## config.mk

```make
export PLATFORM = sky130hd
export DESIGN_NAME = ace_snoop_responder_flat
export DESIGN_NICKNAME = d
export VERILOG_FILES = /design/src/rtl/ace_snoop_responder_if.sv /design/src/rtl/ace_snoop_responder.sv /design/src/flat_wrapper.sv
export SDC_FILE = /design/constraint.sdc
export NUM_CORES = 1
export LEC_CHECK = 0
export ABC_AREA = 1
export CAP_MARGIN = 20
export CORE_MARGIN = 3
export CORE_UTILIZATION = 43
export CTS_BUF_LIST = sky130_fd_sc_hd__clkbuf_4 sky130_fd_sc_hd__clkbuf_8 sky130_fd_sc_hd__clkbuf_16
export CTS_CLUSTER_DIAMETER = 40
export DETAILED_ROUTE_END_ITERATION = 16
export PLACE_DENSITY = 0.84
export SLEW_MARGIN = 0
export SYNTH_ARGS = -nofsm -noshare
export SYNTH_HDL_FRONTEND = slang
export SYNTH_SLANG_ARGS = --single-unit
```

## constraint.sdc

```tcl
create_clock -name clk_i -period 4.7 [get_ports clk_i]
set_input_delay 0.705 -clock clk_i [delete_from_list [all_inputs] [get_ports clk_i]]
set_output_delay 0.705 -clock clk_i [all_outputs]
set_load 0.1 [all_outputs]
```

## src/rtl/ace_snoop_responder_if.sv

```systemverilog
// ACE snoop channel bundle (AC request, CR response, CD data) between the CCU and a cached master.
// The CCU side uses the master modport and the snoop responder uses the slave modport.
interface ace_snoop_responder_if #(
   parameter int AddrWidth = 32,
   parameter int DataWidth = 64
);
   logic [AddrWidth-1:0] ac_addr;
   logic [3:0]           ac_snoop;
   logic [2:0]           ac_prot;
   logic                 ac_valid;
   logic                 ac_ready;
   logic                 cr_valid;
   logic                 cr_ready;
   logic [4:0]           cr_resp;
   logic                 cd_valid;
   logic                 cd_ready;
   logic [DataWidth-1:0] cd_data;
   logic                 cd_last;

   modport master (
      output ac_addr, ac_snoop, ac_prot, ac_valid, cr_ready, cd_ready,
      input  ac_ready, cr_valid, cr_resp, cd_valid, cd_data, cd_last
   );

   modport slave (
      input  ac_addr, ac_snoop, ac_prot, ac_valid, cr_ready, cd_ready,
      output ac_ready, cr_valid, cr_resp, cd_valid, cd_data, cd_last
   );
endinterface

```

## src/rtl/ace_snoop_responder.sv

```systemverilog
// ACE snoop responder: AC accept, tag lookup, CR response, CD burst and line-state update.
// Define ACE_SNOOP_ERR_EN to answer unsupported snoop opcodes with an Error response.
module ace_snoop_responder #(
   parameter int  NoBeats   = 4,
   parameter int  DataWidth = 64,
   parameter int  AddrWidth = 32,
   localparam int BeatWidth = (NoBeats > 1) ? $clog2(NoBeats) : 1
) (
   input  logic                 clk_i,
   input  logic                 rst_i,
   ace_snoop_responder_if.slave snoop_io,
   output logic                 lkp_valid_o,
   output logic [AddrWidth-1:0] lkp_addr_o,
   input  logic                 lkp_ready_i,
   input  logic                 lkp_hit_i,
   input  logic                 lkp_dirty_i,
   input  logic                 lkp_shared_i,
   output logic                 rd_valid_o,
   output logic [BeatWidth-1:0] rd_beat_o,
   input  logic                 rd_ready_i,
   input  logic [DataWidth-1:0] rd_data_i,
   output logic                 upd_valid_o,
   output logic                 upd_inval_o,
   output logic                 upd_clean_o,
   input  logic                 upd_ready_i
);

   localparam logic [2:0] StIdle   = 3'd0;
   localparam logic [2:0] StLookup = 3'd1;
   localparam logic [2:0] StResp   = 3'd2;
   localparam logic [2:0] StData   = 3'd3;
   localparam logic [2:0] StUpdate = 3'd4;

   localparam logic [3:0] OpReadOnce     = 4'b0000;
   localparam logic [3:0] OpReadShared   = 4'b0001;
   localparam logic [3:0] OpReadUnique   = 4'b0111;
   localparam logic [3:0] OpCleanShared  = 4'b1000;
   localparam logic [3:0] OpCleanInvalid = 4'b1001;
   localparam logic [3:0] OpMakeInvalid  = 4'b1101;

`ifdef ACE_SNOOP_ERR_EN
   localparam logic [4:0] UnsupportedResp = 5'b00010;
`else
   localparam logic [4:0] UnsupportedResp = 5'b00000;
`endif

   localparam logic [BeatWidth-1:0] LastBeatIdx = BeatWidth'(NoBeats - 1);

   logic [2:0]           state_q,    state_d;
   logic [AddrWidth-1:0] acAddr_q,   acAddr_d;
   logic [3:0]           acSnoop_q,  acSnoop_d;
   logic [2:0]           acProt_q,   acProt_d;
   logic [4:0]           crResp_q,   crResp_d;
   logic                 needUpd_q,  needUpd_d;
   logic                 updInval_q, updInval_d;
   logic                 updClean_q, updClean_d;
   logic [BeatWidth-1:0] beatCnt_q,  beatCnt_d;
   logic [DataWidth-1:0] beatData_q, beatData_d;
   logic                 beatFull_q, beatFull_d;

   logic opSupported;
   logic lastBeat;
   logic hitDt, hitPd, hitIs, hitUpd, hitInv, hitCln;
   logic unusedProt;

   // Protection bits are kept with the request; nothing downstream consumes them yet.
   assign unusedProt = ^acProt_q;
   assign lastBeat   = (beatCnt_q == LastBeatIdx);

   always_comb begin
      case (snoop_io.ac_snoop)
         OpReadOnce, OpReadShared, OpReadUnique,
         OpCleanShared, OpCleanInvalid, OpMakeInvalid: opSupported = 1'b1;
         default:                                      opSupported = 1'b0;
      endcase
   end

   // Response and update intent for a hit, from the latched opcode and the current lookup result.
   always_comb begin
      hitDt  = 1'b0;
      hitPd  = 1'b0;
      hitIs  = 1'b0;
      hitUpd = 1'b0;
      hitInv = 1'b0;
      hitCln = 1'b0;
      case (acSnoop_q)
         OpReadOnce: begin
            hitDt = 1'b1;
            hitIs = 1'b1;
         end
         OpReadShared: begin
            hitDt  = 1'b1;
            hitIs  = 1'b1;
            hitPd  = lkp_dirty_i;
            hitUpd = 1'b1;
            hitCln = 1'b1;
         end
         OpReadUnique: begin
            hitDt  = 1'b1;
            hitPd  = lkp_dirty_i;
            hitUpd = 1'b1;
            hitInv = 1'b1;
         end
         OpCleanShared: begin
            hitDt  = lkp_dirty_i;
            hitPd  = lkp_dirty_i;
            hitIs  = 1'b1;
            hitUpd = lkp_dirty_i;
            hitCln = lkp_dirty_i;
         end
         OpCleanInvalid: begin
            hitDt  = lkp_dirty_i;
            hitPd  = lkp_dirty_i;
            hitUpd = 1'b1;
            hitInv = 1'b1;
         end
         OpMakeInvalid: begin
            hitUpd = 1'b1;
            hitInv = 1'b1;
         end
         default: ;
      endcase
   end

   always_comb begin
      state_d    = state_q;
      acAddr_d   = acAddr_q;
      acSnoop_d  = acSnoop_q;
      acProt_d   = acProt_q;
      crResp_d   = crResp_q;
      needUpd_d  = needUpd_q;
      updInval_d = updInval_q;
      updClean_d = updClean_q;
      beatCnt_d  = beatCnt_q;
      beatData_d = beatData_q;
      beatFull_d = beatFull_q;
      case (state_q)
         StIdle: begin
            if (snoop_io.ac_valid) begin
               acAddr_d   = snoop_io.ac_addr;
               acSnoop_d  = snoop_io.ac_snoop;
               acProt_d   = snoop_io.ac_prot;
               beatCnt_d  = '0;
               beatFull_d = 1'b0;
               if (opSupported) begin
                  state_d = StLookup;
               end else begin
                  crResp_d   = UnsupportedResp;
                  needUpd_d  = 1'b0;
                  updInval_d = 1'b0;
                  updClean_d = 1'b0;
                  state_d    = StResp;
               end
            end
         end
         StLookup: begin
            if (lkp_ready_i) begin
               crResp_d   = lkp_hit_i ? {~lkp_shared_i, hitIs, hitPd, 1'b0, hitDt} : 5'b00000;
               needUpd_d  = lkp_hit_i & hitUpd;
               updInval_d = lkp_hit_i & hitInv;
               updClean_d = lkp_hit_i & hitCln;
               state_d    = StResp;
            end
         end
         StResp: begin
            if (snoop_io.cr_ready) begin
               if (crResp_q[0])    state_d = StData;
               else if (needUpd_q) state_d = StUpdate;
               else                state_d = StIdle;
            end
         end
         StData: begin
            // One-entry beat buffer: the next read is only issued once the held beat is handed off.
            if (!beatFull_q) begin
               if (rd_ready_i) begin
                  beatData_d = rd_data_i;
                  beatFull_d = 1'b1;
               end
            end else if (snoop_io.cd_ready) begin
               beatFull_d = 1'b0;
               if (lastBeat) begin
                  beatCnt_d = '0;
                  state_d   = needUpd_q ? StUpdate : StIdle;
               end else begin
                  beatCnt_d = beatCnt_q + 1'b1;
               end
            end
         end
         StUpdate: begin
            if (upd_ready_i) state_d = StIdle;
         end
         default: state_d = StIdle;
      endcase
   end

   always_ff @(posedge clk_i or posedge rst_i) begin
      if (rst_i) begin
         state_q    <= StIdle;
         acAddr_q   <= '0;
         acSnoop_q  <= '0;
         acProt_q   <= '0;
         crResp_q   <= '0;
         needUpd_q  <= 1'b0;
         updInval_q <= 1'b0;
         updClean_q <= 1'b0;
         beatCnt_q  <= '0;
         beatData_q <= '0;
         beatFull_q <= 1'b0;
      end else begin
         state_q    <= state_d;
         acAddr_q   <= acAddr_d;
         acSnoop_q  <= acSnoop_d;
         acProt_q   <= acProt_d;
         crResp_q   <= crResp_d;
         needUpd_q  <= needUpd_d;
         updInval_q <= updInval_d;
         updClean_q <= updClean_d;
         beatCnt_q  <= beatCnt_d;
         beatData_q <= beatData_d;
         beatFull_q <= beatFull_d;
      end
   end

   assign snoop_io.ac_ready = (state_q == StIdle);
   assign snoop_io.cr_valid = (state_q == StResp);
   assign snoop_io.cr_resp  = (state_q == StResp) ? crResp_q : 5'b00000;
   assign snoop_io.cd_valid = (state_q == StData) && beatFull_q;
   assign snoop_io.cd_last  = snoop_io.cd_valid && lastBeat;
   assign snoop_io.cd_data  = snoop_io.cd_valid ? beatData_q : '0;

   assign lkp_valid_o = (state_q == StLookup);
   assign lkp_addr_o  = acAddr_q;
   assign rd_valid_o  = (state_q == StData) && !beatFull_q;
   assign rd_beat_o   = beatCnt_q;
   assign upd_valid_o = (state_q == StUpdate);
   assign upd_inval_o = (state_q == StUpdate) && updInval_q;
   assign upd_clean_o = (state_q == StUpdate) && updClean_q;

endmodule
```

## src/flat_wrapper.sv

```systemverilog
// flat-port wrapper written by rule: the top's interface ports become plain ports
module ace_snoop_responder_flat 
#(
   parameter int  NoBeats   = 4,
   parameter int  DataWidth = 64,
   parameter int  AddrWidth = 32,
   localparam int BeatWidth = (NoBeats > 1) ? $clog2(NoBeats) : 1
)
  (clk_i, rst_i, lkp_valid_o, lkp_addr_o, lkp_ready_i, lkp_hit_i, lkp_dirty_i, lkp_shared_i, rd_valid_o, rd_beat_o, rd_ready_i, rd_data_i, upd_valid_o, upd_inval_o, upd_clean_o, upd_ready_i, snoop_io_ac_addr, snoop_io_ac_snoop, snoop_io_ac_prot, snoop_io_ac_valid, snoop_io_cr_ready, snoop_io_cd_ready, snoop_io_ac_ready, snoop_io_cr_valid, snoop_io_cr_resp, snoop_io_cd_valid, snoop_io_cd_data, snoop_io_cd_last);
  ace_snoop_responder_if #(.AddrWidth(AddrWidth), .DataWidth(DataWidth)) snoop_io_i ();
  input  logic clk_i;
  input  logic rst_i;
  output logic lkp_valid_o;
  output logic [AddrWidth-1:0] lkp_addr_o;
  input  logic lkp_ready_i;
  input  logic lkp_hit_i;
  input  logic lkp_dirty_i;
  input  logic lkp_shared_i;
  output logic rd_valid_o;
  output logic [BeatWidth-1:0] rd_beat_o;
  input  logic rd_ready_i;
  input  logic [DataWidth-1:0] rd_data_i;
  output logic upd_valid_o;
  output logic upd_inval_o;
  output logic upd_clean_o;
  input  logic upd_ready_i;
  input wire logic [$bits(snoop_io_i.ac_addr)-1:0] snoop_io_ac_addr;
  input wire logic [$bits(snoop_io_i.ac_snoop)-1:0] snoop_io_ac_snoop;
  input wire logic [$bits(snoop_io_i.ac_prot)-1:0] snoop_io_ac_prot;
  input wire logic [$bits(snoop_io_i.ac_valid)-1:0] snoop_io_ac_valid;
  input wire logic [$bits(snoop_io_i.cr_ready)-1:0] snoop_io_cr_ready;
  input wire logic [$bits(snoop_io_i.cd_ready)-1:0] snoop_io_cd_ready;
  output wire logic [$bits(snoop_io_i.ac_ready)-1:0] snoop_io_ac_ready;
  output wire logic [$bits(snoop_io_i.cr_valid)-1:0] snoop_io_cr_valid;
  output wire logic [$bits(snoop_io_i.cr_resp)-1:0] snoop_io_cr_resp;
  output wire logic [$bits(snoop_io_i.cd_valid)-1:0] snoop_io_cd_valid;
  output wire logic [$bits(snoop_io_i.cd_data)-1:0] snoop_io_cd_data;
  output wire logic [$bits(snoop_io_i.cd_last)-1:0] snoop_io_cd_last;
  assign snoop_io_i.ac_addr = snoop_io_ac_addr;
  assign snoop_io_i.ac_snoop = snoop_io_ac_snoop;
  assign snoop_io_i.ac_prot = snoop_io_ac_prot;
  assign snoop_io_i.ac_valid = snoop_io_ac_valid;
  assign snoop_io_i.cr_ready = snoop_io_cr_ready;
  assign snoop_io_i.cd_ready = snoop_io_cd_ready;
  assign snoop_io_ac_ready = snoop_io_i.ac_ready;
  assign snoop_io_cr_valid = snoop_io_i.cr_valid;
  assign snoop_io_cr_resp = snoop_io_i.cr_resp;
  assign snoop_io_cd_valid = snoop_io_i.cd_valid;
  assign snoop_io_cd_data = snoop_io_i.cd_data;
  assign snoop_io_cd_last = snoop_io_i.cd_last;
  ace_snoop_responder #(.NoBeats(NoBeats), .DataWidth(DataWidth), .AddrWidth(AddrWidth)) u_core (.clk_i(clk_i), .rst_i(rst_i), .snoop_io(snoop_io_i), .lkp_valid_o(lkp_valid_o), .lkp_addr_o(lkp_addr_o), .lkp_ready_i(lkp_ready_i), .lkp_hit_i(lkp_hit_i), .lkp_dirty_i(lkp_dirty_i), .lkp_shared_i(lkp_shared_i), .rd_valid_o(rd_valid_o), .rd_beat_o(rd_beat_o), .rd_ready_i(rd_ready_i), .rd_data_i(rd_data_i), .upd_valid_o(upd_valid_o), .upd_inval_o(upd_inval_o), .upd_clean_o(upd_clean_o), .upd_ready_i(upd_ready_i));
endmodule
```

[Word-level counts from Yosys, hierarchy flattened]
Index checks and enable logic that the tools add are counted.
Operators by class
  equal/unequal tests: 23
  muxes and demuxes: 43
  reduce and logical (&&, ||, !) cells: 24
  add/subtract/negate cells: 1
  bitwise operators: 5
Operator list (count)
  2-to-1 mux 64 bit: 1
  2-to-1 mux 3 bit: 9
  2-to-1 mux 5 bit: 5
  == test 4 bit, second input constant: 6
  one-hot mux 3 bit (5 select lines): 1
  one-hot mux 1 bit (2 select lines): 7
  2-to-1 mux 1 bit: 13
  2-to-1 mux 2 bit: 5
  one-hot mux 5 bit (2 select lines): 1
  OR reduction 3 bit: 3
  == test 4 x 1 -> 1 bit, second input constant: 2
  == test 4 x 3 -> 1 bit, second input constant: 2
  logical NOT 4 bit: 2
  inequality test 2 x 1 -> 1 bit, second input constant: 4
  inequality test 2 bit, second input constant: 4
  AND reduction 4 bit: 2
  OR reduction 4 bit: 2
  AND reduction 7 bit: 1
  == test 3 x 2 -> 1 bit, second input constant: 2
  OR reduction 6 bit: 1
  logical AND 1 bit: 5
  one-hot mux 2 bit (2 select lines): 1
  AND reduction 2 bit: 2
  nonzero test 2 bit: 2
  other kinds (10): 13
Word-level totals
  output and inout port bits: 112
  bits in registers: 114

[Longest topological paths before layout]
  word-level depth: 6
  depth in mapped cells: 9
  gate-level depth less buffers: 9

[Worst setup path before layout]
No wires, ideal clock.
  path kind: reg-to-output
  start point: register u_core.state_q[2]
  end point: output port snoop_io_cr_resp[2]
  setup slack: 0.574 ns
  required time: 3.995 ns
  arrival time: 3.421 ns
  cell stages (with the launch flop): 6
  buffers on the path: 0
  cells stage by stage: dfrtp_1 -> inv_1 -> nand2_1 -> nor2_1 -> inv_1 -> nor2_1
On the way
  longest elaborated chain between the ends: 2
RTL lines
  start, declared: RTL line ace_snoop_responder.sv:49  | logic [2:0] state_q, state_d;
  start signal, assigned: RTL line ace_snoop_responder.sv:198  | state_q <= StIdle;
  start signal, assigned: RTL line ace_snoop_responder.sv:210  | state_q <= state_d;
  == test 3 x 2 -> 1 bit
  named net snoop_io_cr_valid: RTL line flat_wrapper.sv:34  | output wire logic [$bits(snoop_io_i.cr_valid)-1:0] snoop_io_cr_valid;
  2-to-1 mux 5 bit: RTL line ace_snoop_responder.sv:226  | assign snoop_io.cr_resp = (state_q == StResp) ? crResp_q : 5'b00000;
  end, declared: RTL line flat_wrapper.sv:35  | output wire logic [$bits(snoop_io_i.cr_resp)-1:0] snoop_io_cr_resp;
The timed path passes the listed nets, and every way through them passes these cells.

[Worst setup path in the final report]
  start point: register u_core.state_q[2]
  end point: output port snoop_io_cd_data[47]
On the way
  longest elaborated chain between the ends: 3
RTL lines
  == test 3 x 2 -> 1 bit: RTL line ace_snoop_responder.sv:227  | assign snoop_io.cd_valid = (state_q == StData) && beatFull_q;
  logical AND 1 bit: RTL line ace_snoop_responder.sv:227
  2-to-1 mux 64 bit: RTL line ace_snoop_responder.sv:229  | assign snoop_io.cd_data = snoop_io.cd_valid ? beatData_q : '0;
  end, declared: RTL line flat_wrapper.sv:37  | output wire logic [$bits(snoop_io_i.cd_data)-1:0] snoop_io_cd_data;
No other way between the ends.

==> key figures <==
Yosys
  • Mapped Area: 5190 um^2
  • Cells after Synth: 582
  • Synth top area share: 0.545
  • Distinct cells, synth: 25
  • Synth top area cells: dfrtp_1 (54%), nand2_1 (8.4%), inv_1 (6.9%), mux2_2 (6.7%), nor2_1 (6.1%)
  • Synth cell count leaders: nand2_1 (116), dfrtp_1 (113), inv_1 (96)
  • Count leader, synth: nand2_1
  • Synth Net Count: 697
  • Post-synth top flop: dfrtp_1
  • Synth area leader: dfrtp_1
  • Post-synth ARST share: 1.00
  • Sequential fraction of the synthesis area: 0.545
  • Yosys reg bits: 113
  • Yosys warnings: 0
  • Syn_area_per_cell: 8.92 um^2
  • EDFF count, synth: 0

Timing
  • Worst rel slew slack: 0.318
  • Final Hold Violating Endpoints: 0
  • Hold Slack: 0.470 ns
  • Tmin final: 4.04 ns
  • Final-report max-slew violation count: 0
  • Setup TNS: 0 ns
  • Max Freq: 247 MHz
  • Fin crit share: 0.860
  • Final setup violation count: 0
  • RSZ-0062 raised after global routing: false
  • Actual slew at the worst max-slew pin: 1.02 ns
  • Fin worst setup slack: 0.656 ns
  • Clock Skews: 0.00510 ns

Routing
  • 1st-iter DRT viols: 275
  • Average wire per cell in the routed design: 14.6 um
  • DRT Pass-1 Iters: 4
  • Routed WL: 13900 um
  • Via count: 4495
  • Routed Antenna Nets: 0
  • # DRC: 0
  • Vias per cell: 4.71

Layout
  • FILL cells: 881
  • Synthesis-to-layout area growth: 53.4%
  • Final net count: 915
  • Share of layout cells above drive strength 1: 0.119
  • N_diodes: 0
  • Design Area, Final: 7960 um^2
  • Fin util: 0.685
  • Final std cells w/o fill: 955

Pwr
  • Worst VDD drop: 0.802 mV
  • PwrDens: 699 nW/um^2
  • Switching part of the total: 0.465
  • P_leak: 3.69 nW
  • Reg power frac: 0.292
  • Clock power frac: 0.217
  • P_sw: 2.59 mW
  • Combinational share of power: 0.490
  • Internal power: 2.98 mW
  • Power, Total: 5.57 mW

Global route
  • Gr ovfl total: 0
  • Vias in the first global route: 4699
  • Total track usage: 0.210
  • Initial antenna violation count: 0
  • Pin count of the biggest net entering global routing: 77
  • First-pass GRT wire length: 22000 um

Worst setup path
  • Worst EP required: 3.99 ns
  • Worst EP arrival: 3.34 ns
  • Kind of critical path: register to output pin
  • R2R Path Start: u_core.state_q[2]
  • Startpoint types: register
  • CP endpoint kind: output pin
  • Worst-path fanout max: 34
  • R2r worst-path depth: 8
  • R2R setup slack: 2.72 ns
  • Reg-to-Reg End: u_core.beatData_q[42]

Placed design
  • Place WS: 1.03 ns
  • Port-buffer cells: 221
  • GP Congestion: 0.867
  • Placed cell areas: 7390 um^2
  • Dpl hpwl: 10200 um
  • Placed cells: 924

Clock tree
  • Post-CTS setup buffers: 0
  • Post_cts resized: 0
  • Number of buffers created by CTS: 17
  • CTS tree: built
  • Root Buffer: clkbuf_16
  • Skew-Pair Late Insertion Delay: 0.40 ns
  • CTS Buffer Depth: 2
  • CTS Sinks: 113
  • Clock-pin slew on the worst setup and hold paths: 0.05 ns
  • Htree depth: 4
  • Hold-fix buffers at CTS: 0

Floorplanning
  • Initial cell density of the core: 0.447
  • FP Rows: 39
  • Core area: 11600 um^2
  • Io pins: 226
  • Chip height: 116 um
  • Die Area: 13400 um^2
  • Die width: 116 um

Flow run
  • Max-cap check violation count: 0

Hold path
  • Hold depth: 2
  • Hold Path End: u_core.updInval_q
  • Hold WC Path Type: register to register
  • Hold Path Origin: u_core.updInval_q

Outcome
  • Status: finished clean
critical path, cell delays in order (launching register included):
cell             delay [ns]
dfrtp_1                0.37
inv_1                  0.11
nand2_1                0.13
nor2_4                 0.18
nand2_2                0.40
buf_4                  0.42
nor2_1                 0.13
clkdlybuf4s50_1        1.17
power by group through the flow:
stage          sequential [mW]  combinational [mW]  clock [mW]
2_1_floorplan             2.66                1.06           0
3_3_place_gp              1.61                2.68           0
3_5_place_dp              1.64                2.73           0
4_1_cts                   1.63                2.75        1.23
5_1_grt                   1.68                2.90        1.28
6_report                  1.63                2.73        1.21
how the worst max path moves through the flow:
stage                      start                    to  slack (ns)
6_report       u_core.state_q[2]  snoop_io_cd_data[47]        0.66
5_1_grt        u_core.state_q[2]  snoop_io_cd_data[63]        0.41
4_1_cts        u_core.state_q[2]  snoop_io_cd_data[47]        0.62
3_5_place_dp   u_core.state_q[2]  snoop_io_cd_data[47]        1.03
3_3_place_gp   u_core.state_q[2]  snoop_io_cd_data[47]        1.13
2_1_floorplan  u_core.state_q[2]   snoop_io_cr_resp[2]        0.57
sequential cells by signal, summed over array words and instances, names as in the netlist:
| register | count |
|---|---|
| u_core.acSnoop_q | 4 |
| u_core.crResp_q | 4 |
| u_core.state_q | 3 |
| u_core.updInval_q | 1 |
| u_core.updClean_q | 1 |
| u_core.beatData_q | 64 |
| u_core.beatFull_q | 1 |
| u_core.needUpd_q | 1 |
| u_core.lkp_addr_o | 32 |
| u_core.rd_beat_o | 2 |
kinds of logic (layout without fill, tap and decap cells):
group	Yosys count	in the layout	share of synthesized area
and+or+nand+nor	234	234	0.185
buffers and inverters	125	355	0.114
DFF	113	113	0.545
AOI/OAI and AO/OA	75	75	0.0796
muxes	33	33	0.0731
adders and majority gates	1	1	0.00241
other	1	1	0.000723
cells in the final DEF, fill, tap and decap left out:
master,n
clkdlybuf4s50_1,221
nand2_1,115
dfrtp_1,113
inv_1,95
nor2_1,85
o21ai_1,39
mux2_2,31
o21ai_0,24
clkbuf_16,17
nand3_1,14
nand2_2,12
o21ai_2,10
clkinv_2,5
clkbuf_8,4
clkbuf_4,4
buf_4,4
inv_2,3
nand4_1,3
nor2_4,2
mux2_4,2
a21oi_1,2
nand3b_1,2
nand2_4,1
inv_4,1
ha_1,1
conb_1,1
bufinv_16,1
cell type report:
class	instances	area, um^2	area share
Sequential cell	113	2830	0.355
Tap cell	143	179	0.0225
Multi-Input combinational cell	344	1770	0.223
Timing Repair Buffer	225	2240	0.282
Inverter	99	374	0.0470
Clock inverter	6	55.1	0.00692
Clock buffer	25	510	0.0641
layer usage:
layer | GRT usage | routed length, um | up-vias
li1 | - | - | 2222
met1 | 0.235 | 5430 | 2084
met2 | 0.372 | 7260 | 154
met3 | 0.0559 | 792 | 35
met4 | 0.0982 | 429 | 0
met5 | 0 | 0 | -
No activity file was read; power rests on OpenSTA's default activity.
